===== config.mk =====
export PLATFORM = sky130hd
export DESIGN_NAME = hazard_forward_unit_flat
export DESIGN_NICKNAME = d
export VERILOG_FILES = /design/src/rtl/hazard_forward_unit_if.sv /design/src/rtl/hazard_forward_unit.sv /design/src/flat_wrapper.sv
export SDC_FILE = /design/constraint.sdc
export NUM_CORES = 1
export LEC_CHECK = 0
export CORE_AREA = 2 2 101 103
export DETAILED_ROUTE_END_ITERATION = 8
export DIE_AREA = 0 0 103 105
export PLACE_DENSITY = 0.79
export RECOVER_POWER = 100
export SYNTH_ARGS = -nofsm -noshare
export SYNTH_HDL_FRONTEND = slang
export SYNTH_SLANG_ARGS = --single-unit

===== constraint.sdc =====
create_clock -name clk -period 2.9 [get_ports clk]
set_clock_uncertainty 0.1 [all_clocks]
set_input_delay 0.58 -clock clk [delete_from_list [all_inputs] [get_ports clk]]
set_output_delay 0.58 -clock clk [all_outputs]
set_load 0.005 [all_outputs]

===== src/rtl/hazard_forward_unit_if.sv =====
// Decode <-> hazard unit bundle: source requests, EX-slot producer info,
// per-stage results and the resolved operands/stall returned to decode.
interface hazard_forward_unit_if #(
    parameter int CNT_W = 16
);
    logic [5:0]       de_rs_addr;
    logic [5:0]       de_rt_addr;
    logic [31:0]      rf_rs_data;
    logic [31:0]      rf_rt_data;
    logic             de_reg_en;
    logic [5:0]       de_reg_waddr;
    logic             de_mem_read;
    logic [31:0]      ex_result;
    logic [31:0]      mem_result;
    logic [31:0]      wb_result;
    logic [31:0]      de_rs_data;
    logic [31:0]      de_rt_data;
    logic             stall;
    logic [CNT_W-1:0] stall_cycles;

    // pipeline side: drives requests and stage results
    modport master (
        output de_rs_addr, de_rt_addr, rf_rs_data, rf_rt_data,
               de_reg_en, de_reg_waddr, de_mem_read,
               ex_result, mem_result, wb_result,
        input  de_rs_data, de_rt_data, stall, stall_cycles
    );

    // hazard unit side
    modport slave (
        input  de_rs_addr, de_rt_addr, rf_rs_data, rf_rt_data,
               de_reg_en, de_reg_waddr, de_mem_read,
               ex_result, mem_result, wb_result,
        output de_rs_data, de_rt_data, stall, stall_cycles
    );
endinterface


===== src/rtl/hazard_forward_unit.sv =====
// Operand hazard / forwarding unit for the 5-stage MIPS pipeline.
// Tracks register writers in EX (live inputs), MEM and WB (registered copies),
// including HI (6'b100001) and LO (6'b100000).
// Build option: define HAZARD_FORWARD_EN to enable the bypass muxes; without it
// every in-flight match stalls and operands always come from the regfile.

// Resolves one source operand against the three producer slots.
// Slot index 0 = EX, 1 = MEM, 2 = WB; lower index is younger and wins.
module hfu_src_resolve (
    input  logic [5:0]       src,
    input  logic [31:0]      rf_data,
    input  logic [2:0]       slot_v,
    input  logic [2:0][5:0]  slot_addr,
    input  logic [1:0]       slot_ld,
    input  logic [2:0][31:0] slot_res,
    output logic [31:0]      data,
    output logic             stall
);
    logic [2:0] hit;

    // a slot matches when valid, same address, and source is not r0
    always_comb begin
        for (int k = 0; k < 3; k++) begin
            hit[k] = slot_v[k] && (slot_addr[k] == src) && (src != 6'd0);
        end
    end

`ifdef HAZARD_FORWARD_EN
    // youngest producer wins; a load in EX or MEM has no data yet, so stall
    always_comb begin
        data  = rf_data;
        stall = 1'b0;
        if (hit[0]) begin
            data  = slot_res[0];
            stall = slot_ld[0];
        end else if (hit[1]) begin
            data  = slot_res[1];
            stall = slot_ld[1];
        end else if (hit[2]) begin
            data  = slot_res[2];
        end
    end
`else
    // no bypass: wait until the producer has left WB and the regfile holds it
    logic unused_fwd;
    assign unused_fwd = ^{slot_res, slot_ld};
    assign data       = rf_data;
    assign stall      = |hit;
`endif
endmodule

module hazard_forward_unit #(
    parameter int CNT_W = 16
) (
    input logic                 clk,
    input logic                 resetn,
    hazard_forward_unit_if.slave hz
);
    localparam int NUM_SRC = 2;

    // producer tracking: vld_pipe[1] = MEM, vld_pipe[2] = WB
    logic [2:1]         vld_pipe;
    logic [5:0]         mem_addr;
    logic [5:0]         wb_addr;
    logic               mem_ld;

    logic [2:0]         slot_v;
    logic [2:0][5:0]    slot_addr;
    logic [1:0]         slot_ld;
    logic [2:0][31:0]   slot_res;

    logic [NUM_SRC-1:0][5:0]  src_addr;
    logic [NUM_SRC-1:0][31:0] src_rf;
    logic [NUM_SRC-1:0][31:0] src_data;
    logic [NUM_SRC-1:0]       src_stall;

    logic [CNT_W-1:0]   cnt;

    assign slot_v    = {vld_pipe, hz.de_reg_en};
    assign slot_addr = {wb_addr, mem_addr, hz.de_reg_waddr};
    assign slot_ld   = {mem_ld, hz.de_mem_read};
    assign slot_res  = {hz.wb_result, hz.mem_result, hz.ex_result};

    assign src_addr  = {hz.de_rt_addr, hz.de_rs_addr};
    assign src_rf    = {hz.rf_rt_data, hz.rf_rs_data};

    // back end never stalls: EX -> MEM -> WB shift every cycle, bubbles enter as en=0
    always_ff @(posedge clk or negedge resetn) begin
        if (!resetn) begin
            vld_pipe <= '0;
            mem_ld   <= 1'b0;
            mem_addr <= '0;
            wb_addr  <= '0;
        end else begin
            vld_pipe <= {vld_pipe[1], hz.de_reg_en};
            mem_ld   <= hz.de_mem_read;
            mem_addr <= hz.de_reg_waddr;
            wb_addr  <= mem_addr;
        end
    end

    // rs and rt are resolved independently
    for (genvar i = 0; i < NUM_SRC; i++) begin : g_src
        hfu_src_resolve u_res (
            .src       (src_addr[i]),
            .rf_data   (src_rf[i]),
            .slot_v    (slot_v),
            .slot_addr (slot_addr),
            .slot_ld   (slot_ld),
            .slot_res  (slot_res),
            .data      (src_data[i]),
            .stall     (src_stall[i])
        );
    end

    assign hz.de_rs_data = src_data[0];
    assign hz.de_rt_data = src_data[1];
    assign hz.stall      = |src_stall;

    // saturating count of stalled cycles
    always_ff @(posedge clk or negedge resetn) begin
        if (!resetn) begin
            cnt <= '0;
        end else if (hz.stall && !(&cnt)) begin
            cnt <= cnt + 1'b1;
        end
    end

    assign hz.stall_cycles = cnt;
endmodule


===== src/flat_wrapper.sv =====
// flat-port wrapper written by rule: the top's interface ports become plain ports
module hazard_forward_unit_flat 
#(
    parameter int CNT_W = 16
)
  (clk, resetn, hz_de_rs_addr, hz_de_rt_addr, hz_rf_rs_data, hz_rf_rt_data, hz_de_reg_en, hz_de_reg_waddr, hz_de_mem_read, hz_ex_result, hz_mem_result, hz_wb_result, hz_de_rs_data, hz_de_rt_data, hz_stall, hz_stall_cycles);
  hazard_forward_unit_if #(.CNT_W(CNT_W)) hz_i ();
  input logic clk;
  input logic resetn;
  input wire logic [$bits(hz_i.de_rs_addr)-1:0] hz_de_rs_addr;
  input wire logic [$bits(hz_i.de_rt_addr)-1:0] hz_de_rt_addr;
  input wire logic [$bits(hz_i.rf_rs_data)-1:0] hz_rf_rs_data;
  input wire logic [$bits(hz_i.rf_rt_data)-1:0] hz_rf_rt_data;
  input wire logic [$bits(hz_i.de_reg_en)-1:0] hz_de_reg_en;
  input wire logic [$bits(hz_i.de_reg_waddr)-1:0] hz_de_reg_waddr;
  input wire logic [$bits(hz_i.de_mem_read)-1:0] hz_de_mem_read;
  input wire logic [$bits(hz_i.ex_result)-1:0] hz_ex_result;
  input wire logic [$bits(hz_i.mem_result)-1:0] hz_mem_result;
  input wire logic [$bits(hz_i.wb_result)-1:0] hz_wb_result;
  output wire logic [$bits(hz_i.de_rs_data)-1:0] hz_de_rs_data;
  output wire logic [$bits(hz_i.de_rt_data)-1:0] hz_de_rt_data;
  output wire logic [$bits(hz_i.stall)-1:0] hz_stall;
  output wire logic [$bits(hz_i.stall_cycles)-1:0] hz_stall_cycles;
  assign hz_i.de_rs_addr = hz_de_rs_addr;
  assign hz_i.de_rt_addr = hz_de_rt_addr;
  assign hz_i.rf_rs_data = hz_rf_rs_data;
  assign hz_i.rf_rt_data = hz_rf_rt_data;
  assign hz_i.de_reg_en = hz_de_reg_en;
  assign hz_i.de_reg_waddr = hz_de_reg_waddr;
  assign hz_i.de_mem_read = hz_de_mem_read;
  assign hz_i.ex_result = hz_ex_result;
  assign hz_i.mem_result = hz_mem_result;
  assign hz_i.wb_result = hz_wb_result;
  assign hz_de_rs_data = hz_i.de_rs_data;
  assign hz_de_rt_data = hz_i.de_rt_data;
  assign hz_stall = hz_i.stall;
  assign hz_stall_cycles = hz_i.stall_cycles;
  hazard_forward_unit #(.CNT_W(CNT_W)) u_core (.clk(clk), .resetn(resetn), .hz(hz_i));
endmodule

# Word-level counts from Yosys, hierarchy flattened
# Index checks and enable logic that the tools add are counted.
# Widths: inputs -> output; s select.
classes:
  n_addsub: 1
  n_mul: 0
  div_mod_pow: 0
  order_cmp: 0
  n_eq_ne: 6
  shift: 0
  mux: 0
  bitwise_logic: 0
  n_reduce_logical: 18
op_table:
  columns: ["cell", "n"]
  rows:
  - ["$eq 6x6->1", 6]
  - ["$add 16x1->16 const B", 1]
  - ["$reduce_and 16->1", 1]
  - ["$logic_and 1x1->1", 13]
  - ["$reduce_bool 6->1", 2]
  - ["$reduce_or 6->1", 1]
  - ["$logic_not 1->1", 1]
word_totals:
  ff_bits: 30
  latchBits: 0
  mem_bits_rw: 0
  romBits: 0
  out_inout_bits: 81
  elab_cells: 29
  n_memories: 0

# Logic depth before layout (Yosys ltp)
# Gate-level depths: netlist (run 1).
depth:
  depth_word: 5
  mapped_depth: 7

# By module
# From an unflattened synthesis (run 1), not the netlist that was laid out.
hier_totals:
  cells_unflattened: 206
  area_unflattened_um2: 2100.8
by_module_without_submodules:
  columns: ["module", "instances", "cells_each", "area_each_um2", "seq_area_each_um2"]
  rows:
  - ["hazard_forward_unit", 1, 86, 1189.9, 775.7]
  - ["hfu_src_resolve", 2, 60, 455.4, 0.0]

# Least setup slack after synthesis (run 1)
# OpenSTA, ideal clock, no wires.
synth_timing:
  path_kind: "input -> output"
  from: "in hz_de_rt_addr[0]"
  to: "out hz_stall"
  t_arrival_ns: 2.090
  required_time_ns: 2.220
  path_slack_ns: 0.130
  stages: 6
  path_buffers: 1
  path_cell_list: "nor4_1 a211o_1 o22ai_1 a222oi_1 buf_4 inv_1"
synth_between:
  elab_chain_cells: 4
synth_lines:
  columns: ["item", "line_no", "text"]
  rows:
  - ["start: declaration", "flat_wrapper.sv:11", "input wire logic [$bits(hz_i.de_rt_addr)-1:0] hz_de_rt_addr;"]
  - ["$eq 6x6->1", "hazard_forward_unit.sv:24", "hit[k] = slot_v[k] && (slot_addr[k] == src) && (src != 6'd0);"]
  - ["$logic_and 1x1->1 (2 in a row)", "hazard_forward_unit.sv:24", null]
  - ["$reduce_or 6->1 *", "hazard_forward_unit.sv:118", "assign hz.stall = |src_stall;"]
  - ["end: declaration", "flat_wrapper.sv:22", "output wire logic [$bits(hz_i.stall)-1:0] hz_stall;"]
# Every way passes the cells marked *; elsewhere a longest branch is shown, timed or not.

# Final worst setup path (run 1)
layout_timing:
  from: "in hz_de_rs_addr[3]"
  to: "out hz_stall"
layout_between:
  elab_chain_cells: 4
layout_lines:
  columns: ["item", "line_no", "text"]
  rows:
  - ["start: declaration", "flat_wrapper.sv:10", "input wire logic [$bits(hz_i.de_rs_addr)-1:0] hz_de_rs_addr;"]
  - ["$eq 6x6->1", "hazard_forward_unit.sv:24", null]
  - ["$logic_and 1x1->1 (2 in a row)", "hazard_forward_unit.sv:24", null]
  - ["$reduce_or 6->1 *", "hazard_forward_unit.sv:118", null]
# Marked as above.

==> run metrics, run 1 <==
die area approximately 11000 um^2; vias in the first global route about 1.5k; count of endpoints failing setup in the final report 0; Final WS setup between 150 and 200 ps; GRT Util Overall 0.09076; dpl hpwl between 3 and 4 mm; Die Wd between 100 and 150 um; PD cells roughly 440 nW/um^2; pre-CTS setup slack -466.6 ps; #FFs+latches synth 30; syn_area_per_cell 9.722 um^2; Num CTS Buffers 5; initial drt markers between 50 and 60; fillers 1077; Worst-Skew Late Latency 280 ps; status finished with violations; synthesized cell area 2071 um^2; starting density of the core 0.2148; Final nets 392; Tmin final 2747 ps; Worst Hold Slack between 300 and 400 ps; Max Slew Vio Count 31; Leakage 1.018 nW; Max FO, Critical Path 2; gpl congestion roughly 0.89; CTS tree built; critical path startpoint hz_de_rs_addr[3]; sequential-to-total area share from yosys stat 0.3625; area delta synth->final 12.87%; grt met3 use 0.03010; height of the chip between 100 and 150 um; net count of the mapped netlist between 300 and 400; hold crit path type reg -> reg; FF-to-FF Start u_core.hz.stall_cycles[7]; fin crit share 0.9473; n_diodes 0; drt wl/cell approximately 14 um; failing checks capacitance limit, slew limit; GRT overflow 0; Clk pin slew, worst setup/hold paths 60 ps; MaxCap Viol Count 1; Vias 1423; routing usage on met2 0.1345; met1 GRT Util 0.1163; Initial DRT Pass Iterations 4; wirelength, routed slightly below 5 mm; Num Clock Sinks 30; count of cell types in the netlist 23; IO Port Bufs 37; warnings from Yosys 0; Peak VDD IR between 0.3 and 0.4 mV; antenna-violating nets left 0; Critical Path Sink Type primary output; slew margin rel. -0.1008; Post-CTS Setup Repair Bufs 0; RSZ-0062 raised after global routing no; initial antenna violation count 1; DR vias/cell just over 4; io pins 263; largest net degree at the start of global routing 31; Top Usage Layer GRT met2; clock buffer depth 2; global-route wire length before repair 7.610 mm; Core Rows 36; Final Hold Viols 0; worst min-delay path startpoint u_core.vld_pipe[1]; Cells after Synth ~210; startpoint types input port; DRC errors left 0; Root Buffer clkbuf_8; Fmax achieved 364.0 MHz; share of cells above drive strength 1 0.1333; critical path class in -> out; Crit path arrival time just over 2000 ps; Core Box Area slightly below 10000 um^2; Worst-Margin Slew 1651 ps; CP required between 2000 and 2500 ps; # H-tree levels 2
[per-stage QoR]
step / utilization / power, W / area (um^2) / TNS [ps] / cells
6_report: 0.2425 / 0.001040 / 2337 / 0 / 343
2_1_floorplan: - / 0.0006577 / 2071 / 0 / 213
3_3_place_gp: 0.2335 / 0.0007217 / 2251 / -966.0 / 335
5_1_grt: 0.2425 / 0.001096 / 2337 / 0 / 343
3_5_place_dp: 0.2335 / 0.0007270 / 2251 / -1162 / 335
4_1_cts: 0.2433 / 0.001068 / 2345 / 0 / 343
[metal layers]
layer	vias up	routed length (um)
li1	642	-
met1	679	1948
met2	72	2243
met3	28	497
met4	2	174
met5	-	13
[synthesized netlist by cell type]
cell type  instances  area (um^2)
mux2i_1            1        10.01
xor2_1            16        140.1
o22ai_1            3        18.77
dfrtp_1           30        750.7
nand2_1            8        30.03
nor4_1             4        25.02
inv_1              2        7.510
and3_1             4        25.02
nand3_1           12        60.06
nor3_1             9        45.04
mux2_1             3        33.78
buf_4             65        488.0
nand4_1            8        50.05
xnor2_1           32        280.3
nand2b_1           1        6.260
nor4b_1            1        8.760
buf_1              1        3.750
a211o_1            2        17.52
nor3b_1            1        7.510
ha_1               1        12.51
nor2_1             6        22.52
and4_1             2        17.52
a222oi_1           1        10.01
[final timing paths]
path,to,slack [ps],cells after the start
setup / recovery,hz_stall,150,9
hold / removal,u_core.vld_pipe[2],310,0
setup reg to reg,u_core.hz.stall_cycles[1],530,6
hold reg to reg,u_core.vld_pipe[2],310,0
max in group asynchronous,u_core.wb_addr[0],580,2
min in group asynchronous,u_core.hz.stall_cycles[5],1150,2
[area by class of cell]
cell class	count	area [um^2]	share of cell area
Multi-Input combinational cell	115	835.8	0.3576
Sequential cell	30	750.7	0.3212
Clock inverter	1	5.005	0.002141
Inverter	2	7.507	0.003212
Clock buffer	7	86.33	0.03694
Timing Repair Buffer	55	485.5	0.2077
Tap cell	133	166.4	0.07120
[state kept, by name, summed over array words and instances, names as in the netlist]
signal                  cells
u_core.hz.stall_cycles     16
u_core.mem_addr             6
u_core.wb_addr              6
u_core.vld_pipe             2
[critical path, cell delays in order]
cell and delay (ps):
clkdlybuf4s15_1 210, nor4_2 280, buf_4 150, a211o_1 110
o22ai_1 70, a222oi_1 340, buf_4 190, inv_1 40
clkbuf_2 100
[layout by cell type (no fill, tap or decap), drive strengths merged]
| cell | count |
|---|---|
| xnor2 | 32 |
| dfrtp | 30 |
| dlygate4sd3 | 18 |
| xor2 | 16 |
| dlygate4sd2 | 15 |
| buf | 15 |
| nand3 | 12 |
| clkbuf | 11 |
| nor3 | 9 |
| nand4 | 8 |
| nand2 | 8 |
| nor2 | 6 |
| and3 | 4 |
| nor4 | 4 |
| o22ai | 3 |
| mux2 | 3 |
| a211o | 2 |
| inv | 2 |
| and4 | 2 |
| clkdlybuf4s15 | 2 |
| a222oi | 1 |
| nand2b | 1 |
| nor4b | 1 |
| mux2i | 1 |
| nor3b | 1 |
| ha | 1 |
| clkinv | 1 |
| clkdlybuf4s50 | 1 |
[report_power, final]
part / switching (W) / internal, W
Sequential: 0.0000459 / 0.000452
Combinational: 0.0000856 / 0.000117
Clock: 0.000149 / 0.000191
[repair_timing]
| item | CTS | global route |
|---|---|---|
| endpoints found under the setup margin | 1 | 1 |
| hold buffers | 0 | 0 |
| gates resized for setup | 25 | 2 |
| pin swaps | 5 | 2 |
[cell families (layout without fill, tap and decap cells)]
logic type,Yosys count,count (layout),synth area share
buf+inv,68,65,0.2411
simple gates,56,56,0.1438
xor+xnor,48,48,0.2030
flops,30,30,0.3625
compound gates,6,6,0.02236
mux,4,4,0.02115
fa+ha+maj,1,1,0.006041
Power figures use the tool's default switching activity.
==> run 2, diff against run 1 <==
Settings changed: GPL_ROUTABILITY_DRIVEN from default to 0.
==> results of run 2 <==
Same layout as run 1: the final DEF is identical, and so are final timing and power.
==> edit: new RTL, flow settings as in run 2 <==
`CNT_W` is set to 16 in 3 places; all go to 18.
--- a/src/rtl/hazard_forward_unit_if.sv
+++ b/src/rtl/hazard_forward_unit_if.sv
@@ -2,5 +2,5 @@
 // per-stage results and the resolved operands/stall returned to decode.
 interface hazard_forward_unit_if #(
-    parameter int CNT_W = 16
+    parameter int CNT_W = 18
 );
     logic [5:0]       de_rs_addr;
--- a/src/rtl/hazard_forward_unit.sv
+++ b/src/rtl/hazard_forward_unit.sv
@@ -51,5 +51,5 @@
 
 module hazard_forward_unit #(
-    parameter int CNT_W = 16
+    parameter int CNT_W = 18
 ) (
     input logic                 clk,
--- a/src/flat_wrapper.sv
+++ b/src/flat_wrapper.sv
@@ -2,5 +2,5 @@
 module hazard_forward_unit_flat 
 #(
-    parameter int CNT_W = 16
+    parameter int CNT_W = 18
 )
   (clk, resetn, hz_de_rs_addr, hz_de_rt_addr, hz_rf_rs_data, hz_rf_rt_data, hz_de_reg_en, hz_de_reg_waddr, hz_de_mem_read, hz_ex_result, hz_mem_result, hz_wb_result, hz_de_rs_data, hz_de_rt_data, hz_stall, hz_stall_cycles);
Interface: changed (resized hz_stall_cycles); port bits go from 263 to 265. No check against the original RTL was run, so the function may have changed too.
==> edit against run 2 <==
The run still ends with max-capacitance violations, max-slew violations left. Hold slack improved by 0.0022 ns. Design area is 6.0% higher. Routed wire length fell by 3.3%. Non-clock buffer count increased by 5. Clock power decreased by 4%. Area after synthesis increased by 5.8%. Setup slack worse by 0.093 ns. Total power up 0.87%. Core utilization up 1.5 points. Sequential cell count is 2 higher. Global-route usage fell by 0.37 points. Maximum frequency fell by 3.3%. Sequential power increased by 4.4%. Critical endpoint unchanged. Highest routed layer is now met4.
==> edit: results (changes against run 2) <==
| Metric | Value |
|---|---|
| Mux share of post-synthesis cell area | `0.9709% (-1.1 points)` |
| Slew Limit Fails | `33 (+6.5%)` |
| Failing checks | `max-capacitance violations, max-slew violations` |
| Drt total wl | `4717 um (-3.3%)` |
| Sequential cell area fraction in the yosys report | `36.55% (+0.30 points)` |
| Number of non-clock inverters | `4 (+2)` |
| Leak pwr | `1.097 nW (+7.8%)` |
| Max rail drop VDD | `0.2647 mV (-12%)` |
| Number of buffers added on ports | `39 (+5.4%)` |
| First-pass GRT wire length | `7238 um (-4.9%)` |
| Share of final-layout standard cells stronger than drive strength 1 | `15.63% (+2.3 points)` |
| Count of non-filler cells in the finished layout | `357 (+4.1%)` |
| Maximum number of pins on one net before global-route repair | `33 (+6.5%)` |
| Total number of vias | `1468 (+3.2%)` |
| Non-clock buffer share | `21.15% (+0.38 points)` |
| Number of violations reported at the end of detailed-routing iteration 0 | `37 (-29%)` |
| Global Route met3 Usage | `2.876% (-0.13 points)` |
| Antenna violations before repair | `0 (-1)` |
| XOR/XNOR share of the synthesized area | `20.79% (+0.49 points)` |
| Synth Instances | `225 (+5.6%)` |
| Estimated wirelength of the detail-placed design | `3568 um (-6.1%)` |
| Max-cap violations | `1 (unchanged)` |
| Data arrival time of the critical path | `2.16 ns (+0.09 ns)` |
| Multi-input gate area | `894.6 um^2 (+7.0%)` |
| Sequential cell count of the final layout | `32 (+6.7%)` |
| Count of cell types in the netlist | `26 (+13%)` |
| Clk slew on worst S/H paths | `0.06 ns (about the same)` |
| Number of placed cells counting well taps | `350 (+4.5%)` |
| Result of the run | `complete, but fails checks` |
| Dominant cells by area after synthesis | `sky130_fd_sc_hd__dfrtp_1 37%, sky130_fd_sc_hd__buf_4 22%, sky130_fd_sc_hd__xor2_1 12%, sky130_fd_sc_hd__xnor2_1 8.8%, sky130_fd_sc_hd__nand4_1 2.6%` |
| Synth top cells by count | `64 x sky130_fd_sc_hd__buf_4, 32 x sky130_fd_sc_hd__dfrtp_1, 30 x sky130_fd_sc_hd__xor2_1, 22 x sky130_fd_sc_hd__xnor2_1, 11 x sky130_fd_sc_hd__nor3_1` |
| Global routing usage on met2 | `13.40% (-0.046 points)` |
| Sequential cell area share | `32.31% (+0.19 points)` |
| Layout Utilization | `25.71% (+1.5 points)` |
| Post-synthesis share of cell area spent on full adders, half adders and majority gates | `0.5711% (-0.033 points)` |
| Number of multi-input logic gates | `121 (+5.2%)` |
| Slowest cell on the critical path | `sky130_fd_sc_hd__clkdlybuf4s50_1` |
| Global-route usage over all layers | `8.702% (-0.37 points)` |
| # clk buffers | `6 (-1)` |
| Slew of the pin with the lowest slew margin | `1.708 ns (+0.05702 ns)` |
| Complex-gate fraction of the synthesized area | `0.9709% (-1.3 points)` |
| Area after DPL | `2394 um^2 (+6.3%)` |
| Critical path fanouts, max | `4 (+2)` |
| Non-clk bufs | `60 (+9.1%)` |
==> edit: power breakdown <==
group | total, mW | leakage [nW] | switching (mW) | internal, mW
Sequential | 0.519 | 0.399 | 0.0386 | 0.480
Combinational | 0.205 | 0.657 | 0.0885 | 0.117
Clock | 0.325 | 0.0410 | 0.162 | 0.163
==> edit: final timing paths <==
kind / depth (start not counted) / start / end / slack (ns)
max: 8 / hz_de_rs_addr[0] / hz_stall / 0.06
min: 0 / u_core.vld_pipe[1]$_DFF_PN0_ / u_core.vld_pipe[2]$_DFF_PN0_ / 0.31
max reg2reg: 8 / u_core.mem_addr[0]$_DFF_PN0_ / u_core.hz.stall_cycles[16]$_DFFE_PN0P_ / 0.52
min reg2reg: 0 / u_core.vld_pipe[1]$_DFF_PN0_ / u_core.vld_pipe[2]$_DFF_PN0_ / 0.31
max in group asynchronous: 2 / resetn / u_core.mem_addr[1]$_DFF_PN0_ / 0.53
min in group asynchronous: 2 / resetn / u_core.hz.stall_cycles[12]$_DFFE_PN0P_ / 1.17
==> edit: cell families (layout without fill, tap and decap cells) <==
group | Yosys count | after routing
mux | 2 | 2
simple gates | 63 | 63
compound gates | 3 | 3
xor+xnor | 52 | 52
buf+inv | 72 | 71
fa+ha+maj | 1 | 1
flops | 32 | 32
==> edit: repair_timing <==
action / 4_1_cts / 5_1_grt
pin swaps: 7 / 3
endpoints found under the setup margin: 1 / 1
gates cloned: 0 / 0
gates resized for setup: 18 / 6
==> edit: per-layer routing <==
layer	vias to the layer above	wire (um)
met1	700	2047
met3	13	409
li1	677	-
met5	-	0
met2	78	2175
met4	0	85
